`src/rtl/servo_pwm_bank.sv`:
```
// Multi-channel servo PWM generator with per-frame slew limiting and a
// valid/ready position command port. Pulse widths latch only at frame boundaries.
module servo_pwm_bank #(
  parameter int CLK_HZ      = 50_000_000,
  parameter int TICK_HZ     = 100_000,
  parameter int FRAME_TICKS = 2000,
  parameter int MIN_TICKS   = 100,
  parameter int MAX_TICKS   = 200,
  parameter int N_CH        = 4,
  parameter int POS_W       = 8,
  parameter int STEP        = 2,
  localparam int CH_W       = (N_CH > 1) ? $clog2(N_CH) : 1
) (
  input  logic              CLOCK_50,
  input  logic              RESET_N,
  input  logic              cmd_valid,
  output logic              cmd_ready,
  input  logic [CH_W-1:0]   cmd_ch,
  input  logic [POS_W-1:0]  cmd_pos,
  input  logic [N_CH-1:0]   enable,
  output logic [N_CH-1:0]   pwm_out,
  output logic [N_CH-1:0]   busy,
  output logic              frame_start
);

  localparam int DIV  = CLK_HZ / TICK_HZ;
  localparam int PW   = (DIV > 1) ? $clog2(DIV) : 1;
  localparam int FW   = (FRAME_TICKS > 1) ? $clog2(FRAME_TICKS) : 1;
  localparam int SPAN = MAX_TICKS - MIN_TICKS;
  localparam logic [POS_W-1:0] SPAN_V = POS_W'(SPAN);
  localparam logic [POS_W-1:0] HALF_V = POS_W'(SPAN / 2);
  localparam logic [POS_W-1:0] STEP_V = POS_W'(STEP);

  logic [PW-1:0]    r_presc;
  logic [FW-1:0]    r_frame;
  logic             r_rdy;
  logic             w_tick;
  logic             w_upd;
  logic             w_xfer;
  logic             w_ch_ok;
  logic [POS_W-1:0] w_pos_clamp;

  assign w_tick      = (r_presc == PW'(DIV - 1));
  assign w_upd       = w_tick && (r_frame == FW'(FRAME_TICKS - 1));
  assign frame_start = w_upd;
  // Commands are refused only in the boundary cycle so targets never change while cur/shd latch.
  assign cmd_ready   = r_rdy && !w_upd;
  assign w_xfer      = cmd_valid && cmd_ready;
  assign w_ch_ok     = (32'(cmd_ch) < 32'(N_CH));
  assign w_pos_clamp = (cmd_pos > SPAN_V) ? SPAN_V : cmd_pos;

  always_ff @(posedge CLOCK_50 or negedge RESET_N) begin
    if (!RESET_N) begin
      r_presc <= '0;
      r_frame <= '0;
      r_rdy   <= 1'b0;
    end else begin
      r_rdy <= 1'b1;
      if (w_tick) begin
        r_presc <= '0;
        r_frame <= w_upd ? '0 : r_frame + 1'b1;
      end else begin
        r_presc <= r_presc + 1'b1;
      end
    end
  end

  generate
    for (genvar gi = 0; gi < N_CH; gi++) begin : g_ch
      logic [POS_W-1:0] r_tgt;
      logic [POS_W-1:0] r_cur;
      logic [POS_W-1:0] r_shd;
      logic             r_en;
      logic             r_pwm;
      logic             r_busy;
      logic [POS_W-1:0] w_up;
      logic [POS_W-1:0] w_dn;
      logic [POS_W-1:0] w_cur_next;
      logic             w_hit;

      assign w_up  = r_tgt - r_cur;
      assign w_dn  = r_cur - r_tgt;
      assign w_hit = w_xfer && w_ch_ok && (cmd_ch == CH_W'(gi));

      always_comb begin
        w_cur_next = r_cur;
        if (STEP == 0)
          w_cur_next = r_tgt;
        else if (r_tgt > r_cur)
          w_cur_next = (w_up > STEP_V) ? r_cur + STEP_V : r_tgt;
        else if (r_tgt < r_cur)
          w_cur_next = (w_dn > STEP_V) ? r_cur - STEP_V : r_tgt;
      end

      always_ff @(posedge CLOCK_50 or negedge RESET_N) begin
        if (!RESET_N) begin
          r_tgt  <= HALF_V;
          r_cur  <= HALF_V;
          r_shd  <= HALF_V;
          r_en   <= 1'b0;
          r_pwm  <= 1'b0;
          r_busy <= 1'b0;
        end else begin
          if (w_hit)
            r_tgt <= w_pos_clamp;
          if (w_upd) begin
            r_cur <= w_cur_next;
            r_shd <= w_cur_next;
            r_en  <= enable[gi];
          end
          r_pwm  <= r_en && (32'(r_frame) < (32'(MIN_TICKS) + 32'(r_shd)));
          r_busy <= (r_cur != r_tgt);
        end
      end

      assign pwm_out[gi] = r_pwm;
      assign busy[gi]    = r_busy;
    end
  endgenerate

endmodule

```
`config.mk`:
```
export PLATFORM = sky130hd
export DESIGN_NAME = servo_pwm_bank
export DESIGN_NICKNAME = d
export VERILOG_FILES = /design/src/rtl/servo_pwm_bank.sv
export SDC_FILE = /design/constraint.sdc
export NUM_CORES = 1
export LEC_CHECK = 0
export CORE_ASPECT_RATIO = 1.2
export CORE_MARGIN = 4
export CORE_UTILIZATION = 64
export DETAILED_ROUTE_END_ITERATION = 12
export GPL_TIMING_DRIVEN = 0
export PLACE_DENSITY = 0.86
export RECOVER_POWER = 25
export SETUP_SLACK_MARGIN = 0.5
export SLEW_MARGIN = 20
export SYNTH_ARGS = -nofsm -noshare
export SYNTH_HDL_FRONTEND = slang
export SYNTH_SLANG_ARGS = --single-unit
```
`constraint.sdc`:
```
create_clock -name CLOCK_50 -period 3.9 [get_ports CLOCK_50]
set_input_delay 0.78 -clock CLOCK_50 [delete_from_list [all_inputs] [get_ports CLOCK_50]]
set_output_delay 0.78 -clock CLOCK_50 [all_outputs]
set_load 0.02 [all_outputs]
```
==> results.yml <==
routing:
  wl_um: 24000
  first_iter_violations: 709
  vias_per_cell: 6.40
  ant_nets: 0
  drc: 0
  post_drt_wl_per_cell_um: 17.8
  dr.pass1.iters: 7
  vias: 8642
layout:
  layout-drive-gt1-share: 0.115
  fin_cells: 1351
  stdcell_area_sq_um: 10300
  diodes: 0
  nFillCells: 1035
  area_growth_pct: 11.0
  fin_nets: 1315
sta:
  whs_ns: 0.478
  maxSlewHeadroom: 0.260
  hold_viol: 0
  period_minus_slack_ns: 3.26
  rsz0062_at_grt: "yes"
  max_freq_ghz: 0.306
  setup-tns-final_ns: 0
  setup_viol: 0
  worst_slew_pin_slew_ns: 1.11
  report.final.slew_viol_count: 0
  fin_worst_skew_ns: 0.00997
  post-route-period-util: 0.837
cts:
  cts_tree: "built"
  cts_root_buf: "clkbuf_16"
  cts_max_level: 3
  clock_latency_ns: 0.35
  numCtsBuffers: 9
  clk_pin_slew_ns: 0.07
  clk_path_buf_depth: 2
  clkSinkCount: 97
synthesis:
  post-synth-top-count-cell: "nand2_1"
  synth_cells: 1128
  synth_area_leaders: "dfrtp_1 20%, ha_1 15%, dfstp_2 6.8%"
  synthArstFlopShare: 1.00
  yosys-top-cells-count: "117 x nand2_1, 114 x ha_1, 103 x inv_1"
  ys_types: 83
  ys_ff_latch: 97
  netlist_area_sq_um: 9280
  ys_seq_area_frac: 0.265
  synth_top_area_share: 0.197
  yosysWarnings: 0
  synth_flop_cell: "dfrtp_1"
  synth-edff-count: 0
  synth_top_area_cell: "dfrtp_1"
  syn_avg_cell_area_sq_um: 8.23
  synth_nets: 1267
floorplan:
  die_h_um: 140
  io_pins: 27
  start_util: 0.663
  core_sq_um: 14000
  placementRows: 47
  chipWidth_um: 118
  fp.dieArea_sq_um: 16500
critical_path:
  end_kind: "output port"
  rrSetupSlack_ns: 0.64
  arrival_ns: 2.48
  path_max_fanout: 10
  worst_setup_path_start_kind: "flip-flop"
  crit_type: "reg -> out"
  critPathRequiredTime_ns: 3.12
place:
  dp_cells: 1326
  numPortBuffers: 26
  place_area_sq_um: 9780
  place_hpwl_um: 18100
  gp_congestion: 0.975
flow_run:
  maxCapViolations: 0
global_routing:
  grt_max_degree: 83
  grt_pass1_wl_um: 39700
  antenna_found_initial: 0
  grt_pass1_vias: 8265
  gr-total-overflow: 0
  track_usage: 0.288
pwr:
  peakVddDrop_v: 0.000224
  total_power_mw: 3.46
  p_per_area_nw_per_um2: 336
  leakage_nw: 4.45
hold_path:
  hold_class: "reg -> reg"
run_status:
  status: "complete, no violations"
## registers in the layout, summed over array words and instances, names as in the netlist, 4 cells and up
signal       flops
g_ch.r_en        4
r_presc          9
g_ch.r_pwm       4
r_frame         11
g_ch.r_tgt      32
g_ch.r_shd      24
g_ch.r_cur       8
g_ch.r_busy      4
## logic make-up (layout without fill, tap and decap cells)
kind of cell / Yosys count / in the layout / share of synthesized area
flops: 97 / 97 / 0.265
simple gates: 365 / 365 / 0.194
fa+ha+maj: 122 / 122 / 0.171
mux: 20 / 20 / 0.0220
compound gates: 318 / 318 / 0.227
other cells: 1 / 1 / 0.000404
xor+xnor: 42 / 42 / 0.0396
buf+inv: 163 / 215 / 0.0806
## repair_timing
| item | in CTS | in global routing |
|---|---|---|
| pin swaps | 0 | 4 |
| hold buffers | 0 | 0 |
| endpoints found under the hold margin | 0 | 0 |
| resized for setup | 14 | 27 |
| setup endpoints to repair | 14 | 18 |
| buffers inserted | 0 | 10 |
## report_power, final
group / internal (mW) / leakage (nW) / switching [mW] / total, mW
Combinational: 0.529 / 3.12 / 0.775 / 1.30
Sequential: 1.08 / 1.16 / 0.0697 / 1.15
Clock: 0.612 / 0.162 / 0.391 / 1.00
Total: 2.22 / 4.45 / 1.24 / 3.46
## routing by layer
layer / global-route usage / routed length, um / share of wire / vias up
met4: 0.102 / 803 / 0.033 / 0
met2: 0.497 / 11700 / 0.49 / 363
met5: 0 / 0 / 0 / -
met3: 0.0403 / 1460 / 0.061 / 65
met1: 0.372 / 10000 / 0.42 / 4103
li1: - / - / - / 4111
## path summary, 6_finish.rpt
path,endpoint,start,cells past startpoint
max,cmd_ready,r_presc[0],8
min,g_ch[3].r_en,g_ch[3].r_en,2
max reg2reg,g_ch[2].r_shd[3],g_ch[2].r_shd[4],12
min reg2reg,g_ch[3].r_en,g_ch[3].r_en,2
max in group asynchronous,g_ch[0].r_tgt[5],RESET_N,2
min in group asynchronous,g_ch[1].r_shd[0],RESET_N,1
## worst max-delay path, cell delays in order (launching register included)
cell and delay (ns):
dfrtp_1 0.39, ha_2 0.22, nor4bb_4 0.24, and3_1 0.22, clkbuf_2 0.17, nand3_1 0.18
buf_6 0.21, and2_1 0.17, dlygate4sd2_1 0.32
## placed cells by master (no fill, tap or decap), types with 23 or more instances in the layout
cell type        synthesis  final
ha_1                   114    113
nor3_1                  27     25
a21oi_1                 77     75
nand3_1                 44     44
nand2_1                117    117
dfrtp_1                 73     73
xnor2_1                 31     31
dfstp_2                 24     24
nor2_1                  63     63
clkdlybuf4s50_1          0     23
inv_1                  103    102
o21ai_0                 67     67
## metrics by stage
step	utilization	setup slack (ns)
3_5_place_dp	0.699	0.0624
6_report	0.736	0.637
2_1_floorplan	-	0.892
4_1_cts	0.726	0.468
5_1_grt	0.736	0.455
3_3_place_gp	0.697	-1.64
## area by class of cell
cell class	count	area, sq um	share of cell area
multi-input combinational	868	6170	0.599
inverter	106	404	0.0392
tap	171	214	0.0208
clock buffer	13	270	0.0262
sequential	97	2460	0.239
clock inverter	2	60.1	0.00583
buffer	57	370	0.0360
timing repair buffer	37	350	0.0340
Note: power is estimated with default switching activity, not from simulation.
==> RTL change 1, RTL diff (same settings) <==
Set the parameter `FRAME_TICKS` to 4000 (it was 2000).
--- a/src/rtl/servo_pwm_bank.sv
+++ b/src/rtl/servo_pwm_bank.sv
@@ -3,7 +3,7 @@
 module servo_pwm_bank #(
   parameter int CLK_HZ      = 50_000_000,
   parameter int TICK_HZ     = 100_000,
-  parameter int FRAME_TICKS = 2000,
+  parameter int FRAME_TICKS = 4000,
   parameter int MIN_TICKS   = 100,
   parameter int MAX_TICKS   = 200,
   parameter int N_CH        = 4,
Function: no difference found for any inputs over 10 cycles, from zero or initial values and one cycle with RESET_N low; that may be too few to reach the edited logic, so the function may still have changed.
==> RTL change 1 against the original RTL <==
Synthesized area fell by 0.16%. Cell area fell by 0.81%. Global-route usage rose by 0.19 points. Setup slack got worse by 0.12 ns. Routed wire length fell by 0.38%. Clock power fell by 11%. Critical path depth rose by 1. Total power fell by 3.9%. Sequential cell count rose by 1. Fmax fell by 3.5%. Critical path type is now reg -> reg. Critical endpoint is now g_ch[0].r_shd[5]$_DFFE_PN1P_.
==> RTL change 1: results (changes against the original RTL) <==
Top Registers=g_ch.r_tgt (32), g_ch.r_shd (24), r_frame (12) (was g_ch.r_tgt (32), g_ch.r_shd (24), r_frame (11)); Final Skew=0.007679 ns (was 0.009972 ns); GR Util met1=36.72% (was 37.20%); slew of the pin with the lowest slew margin=1.327 ns (was 1.111 ns); outcome=finished, final reports clean (unchanged); post-synthesis mux area share=2.323% (was 2.198%); layout cell share with drive strength beyond 1=9.897% (was 11.53%); syn_nets=1253 (was 1267); global placement routability congestion=0.9509 (was 0.9747); Worst-Skew Late Latency=0.36 ns; slowest cell on the critical path=dfstp_2 (was dfrtp_1); Synth Area in Compound Gates=22.86% (was 22.73%); M1 WL=10110 microns (was 10040 microns); GRT met3 Usage=3.856% (was 4.032%); DR pass1 iterations=5 (was 7); Setup WS pre-CTS=0.3208 ns (was 0.06240 ns); first-pass GRT wire length=39650 microns (was 39710 microns); sw frac=36.98% (was 35.76%); XOR/XNOR Fraction of Synth Area=4.632% (was 3.964%); post-detail-place hpwl=17820 microns (was 18060 microns); Max VDD drop=0.0001980 V (was 0.0002238 V); largest net degree at the start of global routing=82 (was 83); Netlist cell types=84 (was 83); vias in the first global route=8071 (was 8265); crit-path max FO=6 (was 10); met2 Use GR=50.12% (was 49.67%); post-DR wirelength/cell=17.93 microns (was 17.76 microns); cell family with most CP delay=compound AO/OA/AOI/OAI gates (was simple AND/OR/NAND/NOR gates); total track usage=29.00% (was 28.81%); CP max stage delay=0.61 ns (was 0.39 ns); Synth Area in Adders=17.12% (was 17.10%); top post-synthesis cells by area=dfrtp_1, ha_1, dfstp_2, nand2_1, a21oi_1 (was dfrtp_1, ha_1, dfstp_2, nand2_1, inv_1); post-synthesis sequential area ratio=26.79% (was 26.48%); YS warnings=0 (unchanged); wire length on met3=1241 microns (was 1463 microns); Starting DRT DRC Count=729 (was 709); DR vias=8477 (was 8642); leak pwr=4.388 nW (was 4.446 nW); register share of total power=35.1% (was 33.2%); Post-synth ARST share=100.0% (unchanged); met2 wire len=11730 microns (was 11690 microns); synth cell count leaders=ha_1, nand2_1, inv_1, a21oi_1, dfrtp_1 (was nand2_1, ha_1, inv_1, a21oi_1, dfrtp_1)
[RTL change 1: cell types whose count changed after synthesis, sizes merged, moves of 5 or more]
cell | unedited run | this run
and2 | 7 | 12
nor3b | 2 | 7
a21o | 18 | 28
inv | 106 | 96
buf | 32 | 20
a21oi | 80 | 89
o221ai | 1 | 9
o21ai | 90 | 60
a31o | 6 | 1
nor2b | 20 | 13
nand3 | 44 | 32
[RTL change 1: worst reg2reg max path: cells and delay by family (launching register included)]
family	cells	cell delay (ns)
fa+ha+maj	1	0.43
compound gates	5	1.46
flops	1	0.61
buf+inv	1	0.20
simple gates	2	0.60
[RTL change 1: cell type report]
class                   count  area (sq um)
clock inverters             1         7.507
repair buffers             32         319.1
fillers                  1091          3781
multi-input cells         869          6286
inverters                  98         376.6
well taps                 171         214.0
plain buffers              49         239.0
clock buffers              15         287.8
flip-flops and latches     98          2485
[RTL change 1: worst paths after layout]
path / startpoint / to / slack, ns / cells past startpoint
worst min register to register: r_presc[0]$_DFF_PN0_ / r_presc[0]$_DFF_PN0_ / 0.47 / 1
worst min-delay path: r_presc[0]$_DFF_PN0_ / r_presc[0]$_DFF_PN0_ / 0.47 / 1
min in group asynchronous: RESET_N / g_ch[0].r_shd[2]$_DFFE_PN0P_ / 0.71 / 1
worst max-delay path: g_ch[0].r_shd[1]$_DFFE_PN1P_ / g_ch[0].r_shd[5]$_DFFE_PN1P_ / 0.52 / 9
worst max register to register: g_ch[0].r_shd[1]$_DFFE_PN1P_ / g_ch[0].r_shd[5]$_DFFE_PN1P_ / 0.52 / 9
max in group asynchronous: RESET_N / g_ch[2].r_shd[4]$_DFFE_PN1P_ / 2.16 / 2
[RTL change 1: cell families (layout without fill, tap and decap cells)]
| family | Yosys count | after routing |
|---|---|---|
| xor+xnor | 49 | 49 |
| buf+inv | 147 | 195 |
| other cells | 1 | 1 |
| fa+ha+maj | 122 | 122 |
| compound gates | 310 | 310 |
| flops | 98 | 98 |
| mux | 21 | 21 |
| simple gates | 366 | 366 |
[RTL change 1: timing repair]
action | 4_1_cts | 5_1_grt
hold endpoints to repair | 0 | 0
setup endpoints to repair | 8 | 29
gates resized for setup | 7 | 24
pin swaps | 0 | 4
setup buffers | 0 | 5
[RTL change 1: per-stage QoR]
| stage | power [W] | hold WS, ns | cell area, sq um | util [%] | std cells |
|---|---|---|---|---|---|
| 6_report | 0.003321 | 0.4660 | 10210 | 72.98 | 1333 |
| 2_1_floorplan | 0.002075 | 0.4329 | 9265 | - | 1114 |
| 4_1_cts | 0.003267 | 0.2652 | 10090 | 72.13 | 1328 |
| 3_5_place_dp | 0.002371 | 0.4519 | 9768 | 69.79 | 1312 |
| 3_3_place_gp | 0.002346 | 0.4430 | 9739 | 69.59 | 1311 |
| 5_1_grt | 0.003518 | 0.4893 | 10210 | 72.98 | 1333 |
==> RTL change 2, RTL diff (same flow settings) <==
Without the edit above. Put one more register stage on the output `pwm_out`, without a reset. The value now appears one clock later. The other outputs are not delayed to match.
--- a/src/rtl/servo_pwm_bank.sv
+++ b/src/rtl/servo_pwm_bank.sv
@@ -30,6 +30,8 @@
   localparam logic [POS_W-1:0] SPAN_V = POS_W'(SPAN);
   localparam logic [POS_W-1:0] HALF_V = POS_W'(SPAN / 2);
   localparam logic [POS_W-1:0] STEP_V = POS_W'(STEP);
+
+  logic [N_CH-1:0] pwm_d;
 
   logic [PW-1:0]    r_presc;
   logic [FW-1:0]    r_frame;
@@ -113,10 +115,14 @@
         end
       end
 
-      assign pwm_out[gi] = r_pwm;
+      assign pwm_d[gi] = r_pwm;
       assign busy[gi]    = r_busy;
     end
   endgenerate
 
+  always_ff @(posedge CLOCK_50) begin
+    pwm_out <= pwm_d;
+  end
+
 endmodule
 
Formal check against the unedited RTL: no difference found for any inputs over 10 cycles, from zero or initial values and one cycle with RESET_N low; that may be too few to reach the edited logic, so the function may still have changed.
==> RTL change 2 against the original RTL <==
The flow now finishes with violations (max-capacitance violations, max-slew violations). Total power is 5.9% lower. Count of clock-buffer cells in the layout decreased by 3. Fmax down 1.1%. Routed wire length rose by 0.99%. Synthesized area rose by 0.63%. Sequential share of layout area is 0.71 points higher. Clock skew grew 0.00092 ns. Global-route usage rose by 0.069 points. Via count fell by 0.88%. Cell area increased by 0.26%. Setup slack worse by 0.038 ns. Sequential cell count grew 4. Largest cell class unchanged.
==> RTL change 2: results (changes against the original RTL) <==
top post-synthesis cells by area=dfrtp_1, ha_1, dfstp_2, a21oi_1, inv_1 (was dfrtp_1, ha_1, dfstp_2, nand2_1, inv_1); Worst Reg-to-Reg Cells=11 (was 12); failing checks=max-capacitance violations, max-slew violations; FILL cells=1126 (was 1035); vias in the first global route=8044 (was 8265); outcome=finished, violations left (was finished, final reports clean); Comb power=0.00116 W (was 0.00130 W); GRT met3 Usage=2.342% (was 4.032%); max-slew violations=78 (was 0); max cap viols=1 (was 0); synth cell count leaders=ha_1, inv_1, nand2_1, a21oi_1, o21ai_0 (was nand2_1, ha_1, inv_1, a21oi_1, dfrtp_1); met2 wire len=11980 microns (was 11690 microns); total wire length=24230 microns (was 23990 microns); WHS=0.3432 ns (was 0.4783 ns); hold depth=0 (was 2); Logic pwr share=35.6% (was 37.7%); CP max stage delay=0.57 ns (was 0.39 ns); met2 Use GR=50.32% (was 49.67%); Setup WS post-layout=0.5992 ns (was 0.6371 ns); post-synthesis mux area share=2.773% (was 2.198%); Post-synth ARST share=96.04% (was 100.0%); hold path endpoint=pwm_out[2]$_DFF_P_ (was g_ch[3].r_en$_DFFE_PN0P_); Setup WS pre-CTS=0.2484 ns (was 0.06240 ns); Netlist cell types=90 (was 83); Synth Area in Compound Gates=23.14% (was 22.73%); Starting DRT DRC Count=722 (was 709); area grow syn2layout=10.56% (was 10.97%); Post-Syn Instances=1112 (was 1128); slowest cell on the critical path=dfstp_2 (was dfrtp_1); post-detail-place hpwl=17970 microns (was 18060 microns); mapped cell area=9339 sq um (was 9280 sq um); post-DR wirelength/cell=18.03 microns (was 17.76 microns); Final Skew=0.01090 ns (was 0.009972 ns); M1 WL=10280 microns (was 10040 microns); post-synthesis sequential area ratio=27.17% (was 26.48%); worst path arrival time=3.53 ns (was 2.48 ns); crit path to=g_ch[3].r_shd[6]$_DFFE_PN0P_ (was cmd_ready); Slew HR=-26.97% (was 25.96%)
-- RTL change 2: cell types whose count changed in the layout (fill, tap and decap cells not counted), moves of 6 or more --
cell / before / now
and2_1: 6 / 13
and3_1: 12 / 23
buf_6: 12 / 1
nand2_1: 117 / 90
nand3_1: 44 / 32
o21ai_0: 67 / 74
o21ai_1: 21 / 7
xnor2_1: 31 / 37
-- RTL change 2: what timing repair did --
action,4_1_cts,5_1_grt
hold buffers,0,0
pin swaps,1,4
setup buffers,2,12
resized for setup,13,35
setup endpoints to repair,14,32
gates cloned,0,0
-- RTL change 2: cell type report --
| cell class | instances | share of cell area, % |
|---|---|---|
| Clock buffer | 10 | 2.218 |
| Buffer | 43 | 2.024 |
| Sequential cell | 101 | 24.58 |
| Multi-Input combinational cell | 863 | 61.05 |
| Timing Repair Buffer | 41 | 3.502 |
| Clock inverter | 6 | 0.6059 |
| Tap cell | 175 | 2.121 |
| Inverter | 105 | 3.902 |
